--- config.mk ---
export PLATFORM = sky130hd
export DESIGN_NAME = ex_issue_flat
export DESIGN_NICKNAME = d
export VERILOG_FILES = /design/src/rtl/ex_issue_pkg.sv /design/src/rtl/ex_issue_if.sv /design/src/rtl/ex_lat_ctr.sv /design/src/rtl/ex_issue.sv /design/src/flat_wrapper.sv
export SDC_FILE = /design/constraint.sdc
export NUM_CORES = 1
export LEC_CHECK = 0
export ABC_AREA = 1
export CAP_MARGIN = 20
export CORE_MARGIN = 2
export CORE_UTILIZATION = 62
export DETAILED_ROUTE_END_ITERATION = 8
export DONT_BUFFER_PORTS = 1
export GPL_ROUTABILITY_DRIVEN = 0
export PLACE_DENSITY_LB_ADDON = 0.25
export SLEW_MARGIN = 20
export SYNTH_ARGS = -nofsm -noshare
export SYNTH_HDL_FRONTEND = slang
export SYNTH_SLANG_ARGS = --single-unit
--- constraint.sdc ---
create_clock -name clk -period 2 [get_ports clk]
set_input_delay 0.5 -clock clk [delete_from_list [all_inputs] [get_ports clk]]
set_output_delay 0.5 -clock clk [all_outputs]
set_load 0.03 [all_outputs]
--- src/rtl/ex_issue_pkg.sv ---
// Shared definitions for the ex_issue stage: ALU opcodes, FSM state encoding,
// latency defaults and the multi-cycle opcode classifier.
package ex_issue_pkg;

    localparam int XLEN  = 32;
    localparam int OP_W  = 4;
    localparam int REG_W = 4;
    localparam int CTR_W = 4;

    localparam int MULDIV_CYCLES_DEF = 4;

    localparam logic [OP_W-1:0] ALU_ADD  = 4'h0;
    localparam logic [OP_W-1:0] ALU_SUB  = 4'h1;
    localparam logic [OP_W-1:0] ALU_AND  = 4'h2;
    localparam logic [OP_W-1:0] ALU_OR   = 4'h3;
    localparam logic [OP_W-1:0] ALU_XOR  = 4'h4;
    localparam logic [OP_W-1:0] ALU_SLL  = 4'h5;
    localparam logic [OP_W-1:0] ALU_SRL  = 4'h6;
    localparam logic [OP_W-1:0] ALU_SRA  = 4'h7;
    localparam logic [OP_W-1:0] ALU_SLT  = 4'h8;
    localparam logic [OP_W-1:0] ALU_SLTU = 4'h9;
    localparam logic [OP_W-1:0] ALU_MUL  = 4'hA;
    localparam logic [OP_W-1:0] ALU_DIV  = 4'hB;
    localparam logic [OP_W-1:0] ALU_MOD  = 4'hC;

    typedef enum logic [1:0] {
        IDLE = 2'd0,
        EXEC = 2'd1,
        DONE = 2'd2
    } ex_state_t;

    function automatic logic is_muldiv(input logic [OP_W-1:0] op);
        return (op == ALU_MUL) || (op == ALU_DIV) || (op == ALU_MOD);
    endfunction

endpackage

--- src/rtl/ex_issue_if.sv ---
// Decode-side and writeback-side handshake bundle for ex_issue.
// slave = the issue stage, master = the decode/writeback environment.
interface ex_issue_if;
    import ex_issue_pkg::*;

    logic             in_valid;
    logic             in_ready;
    logic [OP_W-1:0]  in_op;
    logic [XLEN-1:0]  in_a;
    logic [XLEN-1:0]  in_b;
    logic [REG_W-1:0] in_rs1;
    logic [REG_W-1:0] in_rs2;
    logic [REG_W-1:0] in_rd;
    logic             in_we;

    logic             out_valid;
    logic             out_ready;
    logic [XLEN-1:0]  out_y;
    logic             out_zero;
    logic [REG_W-1:0] out_rd;
    logic             out_we;

    modport master (
        output in_valid, in_op, in_a, in_b, in_rs1, in_rs2, in_rd, in_we, out_ready,
        input  in_ready, out_valid, out_y, out_zero, out_rd, out_we
    );

    modport slave (
        input  in_valid, in_op, in_a, in_b, in_rs1, in_rs2, in_rd, in_we, out_ready,
        output in_ready, out_valid, out_y, out_zero, out_rd, out_we
    );

endinterface

--- src/rtl/ex_lat_ctr.sv ---
// Loadable down-counter timing how long operands stay on the ALU.
// Saturates at zero; zero flag is combinational from the count.
module ex_lat_ctr
    import ex_issue_pkg::*;
#(
    parameter int W = CTR_W
) (
    input  logic         clk,
    input  logic         rst,
    input  logic         clr,
    input  logic         load,
    input  logic [W-1:0] load_val,
    input  logic         dec,
    output logic         zero
);

    logic [W-1:0] cnt_q;

    always_ff @(posedge clk) begin
        if (rst || clr) begin
            cnt_q <= '0;
        end else if (load) begin
            cnt_q <= load_val;
        end else if (dec && (cnt_q != '0)) begin
            cnt_q <= cnt_q - W'(1);
        end
    end

    assign zero = (cnt_q == '0);

endmodule

--- src/rtl/ex_issue.sv ---
// Issue stage: latches an op, holds it on the external ALU for its latency and
// presents the result on a valid/ready port. Optional forwarding: EX_ISSUE_FWD_EN.
//
// state | meaning
// IDLE  | nothing in flight, ready for a new op
// EXEC  | operands on the ALU, latency counter running
// DONE  | result held on out_*, waiting for out_ready
module ex_issue
    import ex_issue_pkg::*;
#(
    parameter int MULDIV_CYCLES = MULDIV_CYCLES_DEF
) (
    input  logic            clk,
    input  logic            rst,
    input  logic            flush,
    ex_issue_if.slave       bus,
    output logic [XLEN-1:0] alu_a,
    output logic [XLEN-1:0] alu_b,
    output logic [OP_W-1:0] alu_op,
    input  logic [XLEN-1:0] alu_y,
    input  logic            alu_zero
);

    localparam logic [CTR_W-1:0] MD_LOAD = CTR_W'(MULDIV_CYCLES - 1);

    ex_state_t        state_q, state_d;
    logic             ready, accept, capture;
    logic             ctr_zero;
    logic [CTR_W-1:0] ld_val;

    logic [OP_W-1:0]  op_q;
    logic [XLEN-1:0]  a_q, b_q;
    logic [REG_W-1:0] rd_q;
    logic             we_q;
    logic [XLEN-1:0]  a_sel, b_sel;

    logic [XLEN-1:0]  y_q;
    logic             zero_q;
    logic [REG_W-1:0] out_rd_q;
    logic             out_we_q;

    always_ff @(posedge clk) begin
        if (rst) begin
            state_q <= IDLE;
        end else begin
            state_q <= state_d;
        end
    end

    // flush overrides both a pending capture and any accept in the same cycle
    always_comb begin
        state_d = state_q;
        ready   = 1'b0;
        capture = 1'b0;
        accept  = 1'b0;
        case (state_q)
            IDLE: ready = 1'b1;
            EXEC: begin
                if (ctr_zero) begin
                    capture = 1'b1;
                    state_d = DONE;
                end
            end
            DONE: begin
                ready = bus.out_ready;
                if (bus.out_ready) begin
                    state_d = IDLE;
                end
            end
            default: state_d = IDLE;
        endcase
        if (flush) begin
            ready   = 1'b0;
            capture = 1'b0;
            state_d = IDLE;
        end
        accept = bus.in_valid & ready;
        if (accept) begin
            state_d = EXEC;
        end
    end

    assign ld_val = is_muldiv(bus.in_op) ? MD_LOAD : '0;

    ex_lat_ctr #(.W(CTR_W)) u_lat_ctr (
        .clk      (clk),
        .rst      (rst),
        .clr      (flush),
        .load     (accept),
        .load_val (ld_val),
        .dec      (state_q == EXEC),
        .zero     (ctr_zero)
    );

`ifdef EX_ISSUE_FWD_EN
    logic             fwd_valid;
    logic             fwd_we;
    logic [REG_W-1:0] fwd_rd;
    logic [XLEN-1:0]  fwd_y;

    always_ff @(posedge clk) begin
        if (rst || flush) begin
            fwd_valid <= 1'b0;
            fwd_we    <= 1'b0;
            fwd_rd    <= '0;
            fwd_y     <= '0;
        end else if (capture) begin
            fwd_valid <= 1'b1;
            fwd_we    <= we_q;
            fwd_rd    <= rd_q;
            fwd_y     <= alu_y;
        end
    end

    // r0 is never a forwarding target
    assign a_sel = (fwd_valid && fwd_we && (fwd_rd != '0) && (bus.in_rs1 == fwd_rd)) ? fwd_y : bus.in_a;
    assign b_sel = (fwd_valid && fwd_we && (fwd_rd != '0) && (bus.in_rs2 == fwd_rd)) ? fwd_y : bus.in_b;
`else
    logic unused_rs;

    assign a_sel     = bus.in_a;
    assign b_sel     = bus.in_b;
    assign unused_rs = ^{bus.in_rs1, bus.in_rs2};
`endif

    always_ff @(posedge clk) begin
        if (rst) begin
            op_q <= '0;
            a_q  <= '0;
            b_q  <= '0;
            rd_q <= '0;
            we_q <= 1'b0;
        end else if (accept) begin
            op_q <= bus.in_op;
            a_q  <= a_sel;
            b_q  <= b_sel;
            rd_q <= bus.in_rd;
            we_q <= bus.in_we;
        end
    end

    always_ff @(posedge clk) begin
        if (rst) begin
            y_q      <= '0;
            zero_q   <= 1'b0;
            out_rd_q <= '0;
            out_we_q <= 1'b0;
        end else if (capture) begin
            y_q      <= alu_y;
            zero_q   <= alu_zero;
            out_rd_q <= rd_q;
            out_we_q <= we_q;
        end
    end

    assign alu_a  = a_q;
    assign alu_b  = b_q;
    assign alu_op = op_q;

    assign bus.in_ready  = ready;
    assign bus.out_valid = (state_q == DONE);
    assign bus.out_y     = y_q;
    assign bus.out_zero  = zero_q;
    assign bus.out_rd    = out_rd_q;
    assign bus.out_we    = out_we_q;

endmodule
--- src/flat_wrapper.sv ---
// flat-port wrapper written by rule: the top's interface ports become plain ports
module ex_issue_flat import ex_issue_pkg::*;
#(
    parameter int MULDIV_CYCLES = MULDIV_CYCLES_DEF
)
  (clk, rst, flush, alu_a, alu_b, alu_op, alu_y, alu_zero, bus_in_valid, bus_in_op, bus_in_a, bus_in_b, bus_in_rs1, bus_in_rs2, bus_in_rd, bus_in_we, bus_out_ready, bus_in_ready, bus_out_valid, bus_out_y, bus_out_zero, bus_out_rd, bus_out_we);
  ex_issue_if bus_i ();
  input  logic clk;
  input  logic rst;
  input  logic flush;
  output logic [XLEN-1:0] alu_a;
  output logic [XLEN-1:0] alu_b;
  output logic [OP_W-1:0] alu_op;
  input  logic [XLEN-1:0] alu_y;
  input  logic alu_zero;
  input wire logic [$bits(bus_i.in_valid)-1:0] bus_in_valid;
  input wire logic [$bits(bus_i.in_op)-1:0] bus_in_op;
  input wire logic [$bits(bus_i.in_a)-1:0] bus_in_a;
  input wire logic [$bits(bus_i.in_b)-1:0] bus_in_b;
  input wire logic [$bits(bus_i.in_rs1)-1:0] bus_in_rs1;
  input wire logic [$bits(bus_i.in_rs2)-1:0] bus_in_rs2;
  input wire logic [$bits(bus_i.in_rd)-1:0] bus_in_rd;
  input wire logic [$bits(bus_i.in_we)-1:0] bus_in_we;
  input wire logic [$bits(bus_i.out_ready)-1:0] bus_out_ready;
  output wire logic [$bits(bus_i.in_ready)-1:0] bus_in_ready;
  output wire logic [$bits(bus_i.out_valid)-1:0] bus_out_valid;
  output wire logic [$bits(bus_i.out_y)-1:0] bus_out_y;
  output wire logic [$bits(bus_i.out_zero)-1:0] bus_out_zero;
  output wire logic [$bits(bus_i.out_rd)-1:0] bus_out_rd;
  output wire logic [$bits(bus_i.out_we)-1:0] bus_out_we;
  assign bus_i.in_valid = bus_in_valid;
  assign bus_i.in_op = bus_in_op;
  assign bus_i.in_a = bus_in_a;
  assign bus_i.in_b = bus_in_b;
  assign bus_i.in_rs1 = bus_in_rs1;
  assign bus_i.in_rs2 = bus_in_rs2;
  assign bus_i.in_rd = bus_in_rd;
  assign bus_i.in_we = bus_in_we;
  assign bus_i.out_ready = bus_out_ready;
  assign bus_in_ready = bus_i.in_ready;
  assign bus_out_valid = bus_i.out_valid;
  assign bus_out_y = bus_i.out_y;
  assign bus_out_zero = bus_i.out_zero;
  assign bus_out_rd = bus_i.out_rd;
  assign bus_out_we = bus_i.out_we;
  ex_issue #(.MULDIV_CYCLES(MULDIV_CYCLES)) u_core (.clk(clk), .rst(rst), .flush(flush), .bus(bus_i), .alu_a(alu_a), .alu_b(alu_b), .alu_op(alu_op), .alu_y(alu_y), .alu_zero(alu_zero));
endmodule
==> flow_metrics.tcl <==
set metrics [dict create \
    status "complete, no violations" \
    synth_fp_nets 675 \
    syn_inst 554 \
    arrival_ns 1.28 \
    ios 227 \
    powerDensity_nw_per_um2 1180 \
    routedWlPerCell_um 15.5 \
    nNetsFinal 662 \
    diodes 0 \
    setup-tns-final_ns 0 \
    clkTransAtPathRegs_ns 0.05 \
    final-seq-area_sq_um 2340 \
    fin_skew_ns 0.00829 \
    cts_max_level 4 \
    worstSkewPairLatency_ns 0.50 \
    ant_nets 0 \
    routed_wl_mm 10.1 \
    timing.hold.ws_ns 0.0693 \
    first_pass_iters 6 \
    ctsResizeCount 0 \
    drv_slew 0 \
    cts_setup_buffers 0 \
    finalHoldViolCount 0 \
    synth.distinct_cells 18 \
    multiInputGateArea_sq_um 1710 \
    start_util 0.641 \
    clock_sinks 117 \
    crit_path_end_kind "output port" \
    p_leak_nw 1.79 \
    period_share 0.890 \
    pre_cts_ws_ns 0.304 \
    drive_gt1_frac 0.0886 \
    die_w_um 87.8 \
    die_area_sq_um 7710 \
    cts_tree "yes" \
    setup_viol 0 \
    r2r-start "u_core.state_q[0]" \
    grt_first_pass_wirelength_mm 15.1 \
    root_buffer "clkbuf_8" \
    avgViaCountPerCell 5.67 \
    vias 3682 \
    critical_path.max_fanout 3 \
    rsz0062_at_grt "no" \
    synth_area_sq_um 4360 \
    cts_hold_buf 0 \
    cts_buffers 17 \
    syn_avg_cell_area_sq_um 7.86 \
    period_minus_slack_ns 1.78 \
    cap_violations 0 \
    core.rowCount 30 \
    clock_path_buffers 2 \
    grt_max_degree 113 \
    cp.required_ns 1.50 \
    track_usage 0.253 \
    cp-startpoint "u_core.state_q[0]" \
    synth-seq-area-share 0.538 \
    antenna_found_initial 0 \
    fin_ws_ns 0.219 \
    min_from "rst" \
    portBuffers 0 \
    dp_hpwl_mm 6.71 \
    ys_warn_count 0 \
    path_class "flop to output port" \
    fp.dieH_um 87.8 \
    ys_seq_elements 117 \
    slew_headroom 0.743 \
    area_delta_synth_final_pct 13.3 \
    irDropWorstVdd_mv 0.678 \
    gr-total-overflow 0 \
    grt_pass1_vias 3270 \
    drt_iter0_markers 188 \
    drc 0 \
    fillCellCount 524 \
    start_kind "flop" \
    worst_pin_slew_ns 0.385 \
    worstHoldPathType "primary input to flop" \
    fmax_mhz 561 \
    core_area_sq_um 6790 \
]
stage by stage:
stage,utilization,instance area [sq um],std cells,power [mW]
after floorplan,-,4360,554,2.87
after global placement,0.638,4340,618,2.88
after detailed placement,0.638,4340,618,2.89
after CTS,0.726,4930,649,5.88
after global routing,0.726,4930,649,6.05
final,0.726,4930,649,5.84
layer usage:
layer | GRT usage | share of wire | up-vias
met4 | 0.117 | 0.016 | 0
li1 | - | - | 1810
met2 | 0.420 | 0.51 | 168
met3 | 0.107 | 0.099 | 14
met1 | 0.283 | 0.38 | 1690
met5 | 0 | 0 | -
cell usage after synthesis (all sizes together):
cell	n	area [sq um]
nand2	202	758
nand3	7	40.0
nor2	14	65.1
o21ai	3	15.0
ha	2	25.0
nand4	38	238
buf	27	191
inv	14	52.6
dfxtp	117	2340
a21oi	113	566
clkbuf	17	63.8
layout make-up:
cell class	instances	share of cell area
tap	96	0.0243
timing repair buffer	12	0.0233
clock buffer	22	0.0958
sequential	117	0.475
clock inverter	9	0.0254
multi-input combinational	379	0.346
inverter	14	0.0106
worst max-delay path: stages (launching register included):
cell and delay [ns]:
dfxtp_1 0.33, nor2_2 0.14, nand2_1 0.06, inv_1 0.24
power breakdown:
part	switching, mW	internal (mW)
logic	0.148	0.0824
clock network	0.987	2.01
registers	0.198	2.41
cell usage in the layout, fill, tap and decap left out:
| cell type | n |
|---|---|
| inv_2 | 3 |
| nand3_1 | 6 |
| nand3_2 | 1 |
| nor2_1 | 11 |
| clkinv_2 | 4 |
| clkbuf_16 | 16 |
| clkbuf_1 | 1 |
| a21oi_1 | 113 |
| inv_1 | 11 |
| clkbuf_8 | 5 |
| nor2_4 | 1 |
| nor2_2 | 2 |
| nand2_1 | 202 |
| clkinvlp_4 | 2 |
| o21ai_0 | 3 |
| dfxtp_1 | 117 |
| buf_4 | 10 |
| nand4_1 | 38 |
| bufinv_16 | 3 |
| ha_1 | 2 |
| buf_12 | 2 |
state kept, by name (all words and copies together) (netlist names):
register and count:
u_core.alu_a 32, u_core.alu_b 32, u_core.bus.out_y 32, u_core.alu_op 4, u_core.bus.out_rd 4, u_core.rd_q 4, u_core.u_lat_ctr.cnt_q 4, u_core.state_q 2
u_core.bus.out_we 1, u_core.bus.out_zero 1, u_core.we_q 1
logic make-up after synthesis:
family	synth area share
AO/OA/AOI/OAI	0.133
buffers and inverters	0.0706
flip-flops	0.538
adder cells (fa/ha/maj)	0.00574
AND/OR/NAND/NOR	0.253
path summary, 6_finish.rpt:
check | to | slack [ns] | cells after the start
worst min register to register | u_core.rd_q[2] | 0.47 | 2
worst max-delay path | bus_in_ready | 0.22 | 3
worst max register to register | u_core.we_q | 0.41 | 6
worst min-delay path | u_core.bus.out_zero | 0.07 | 1
Power figures use the tool's default switching activity.
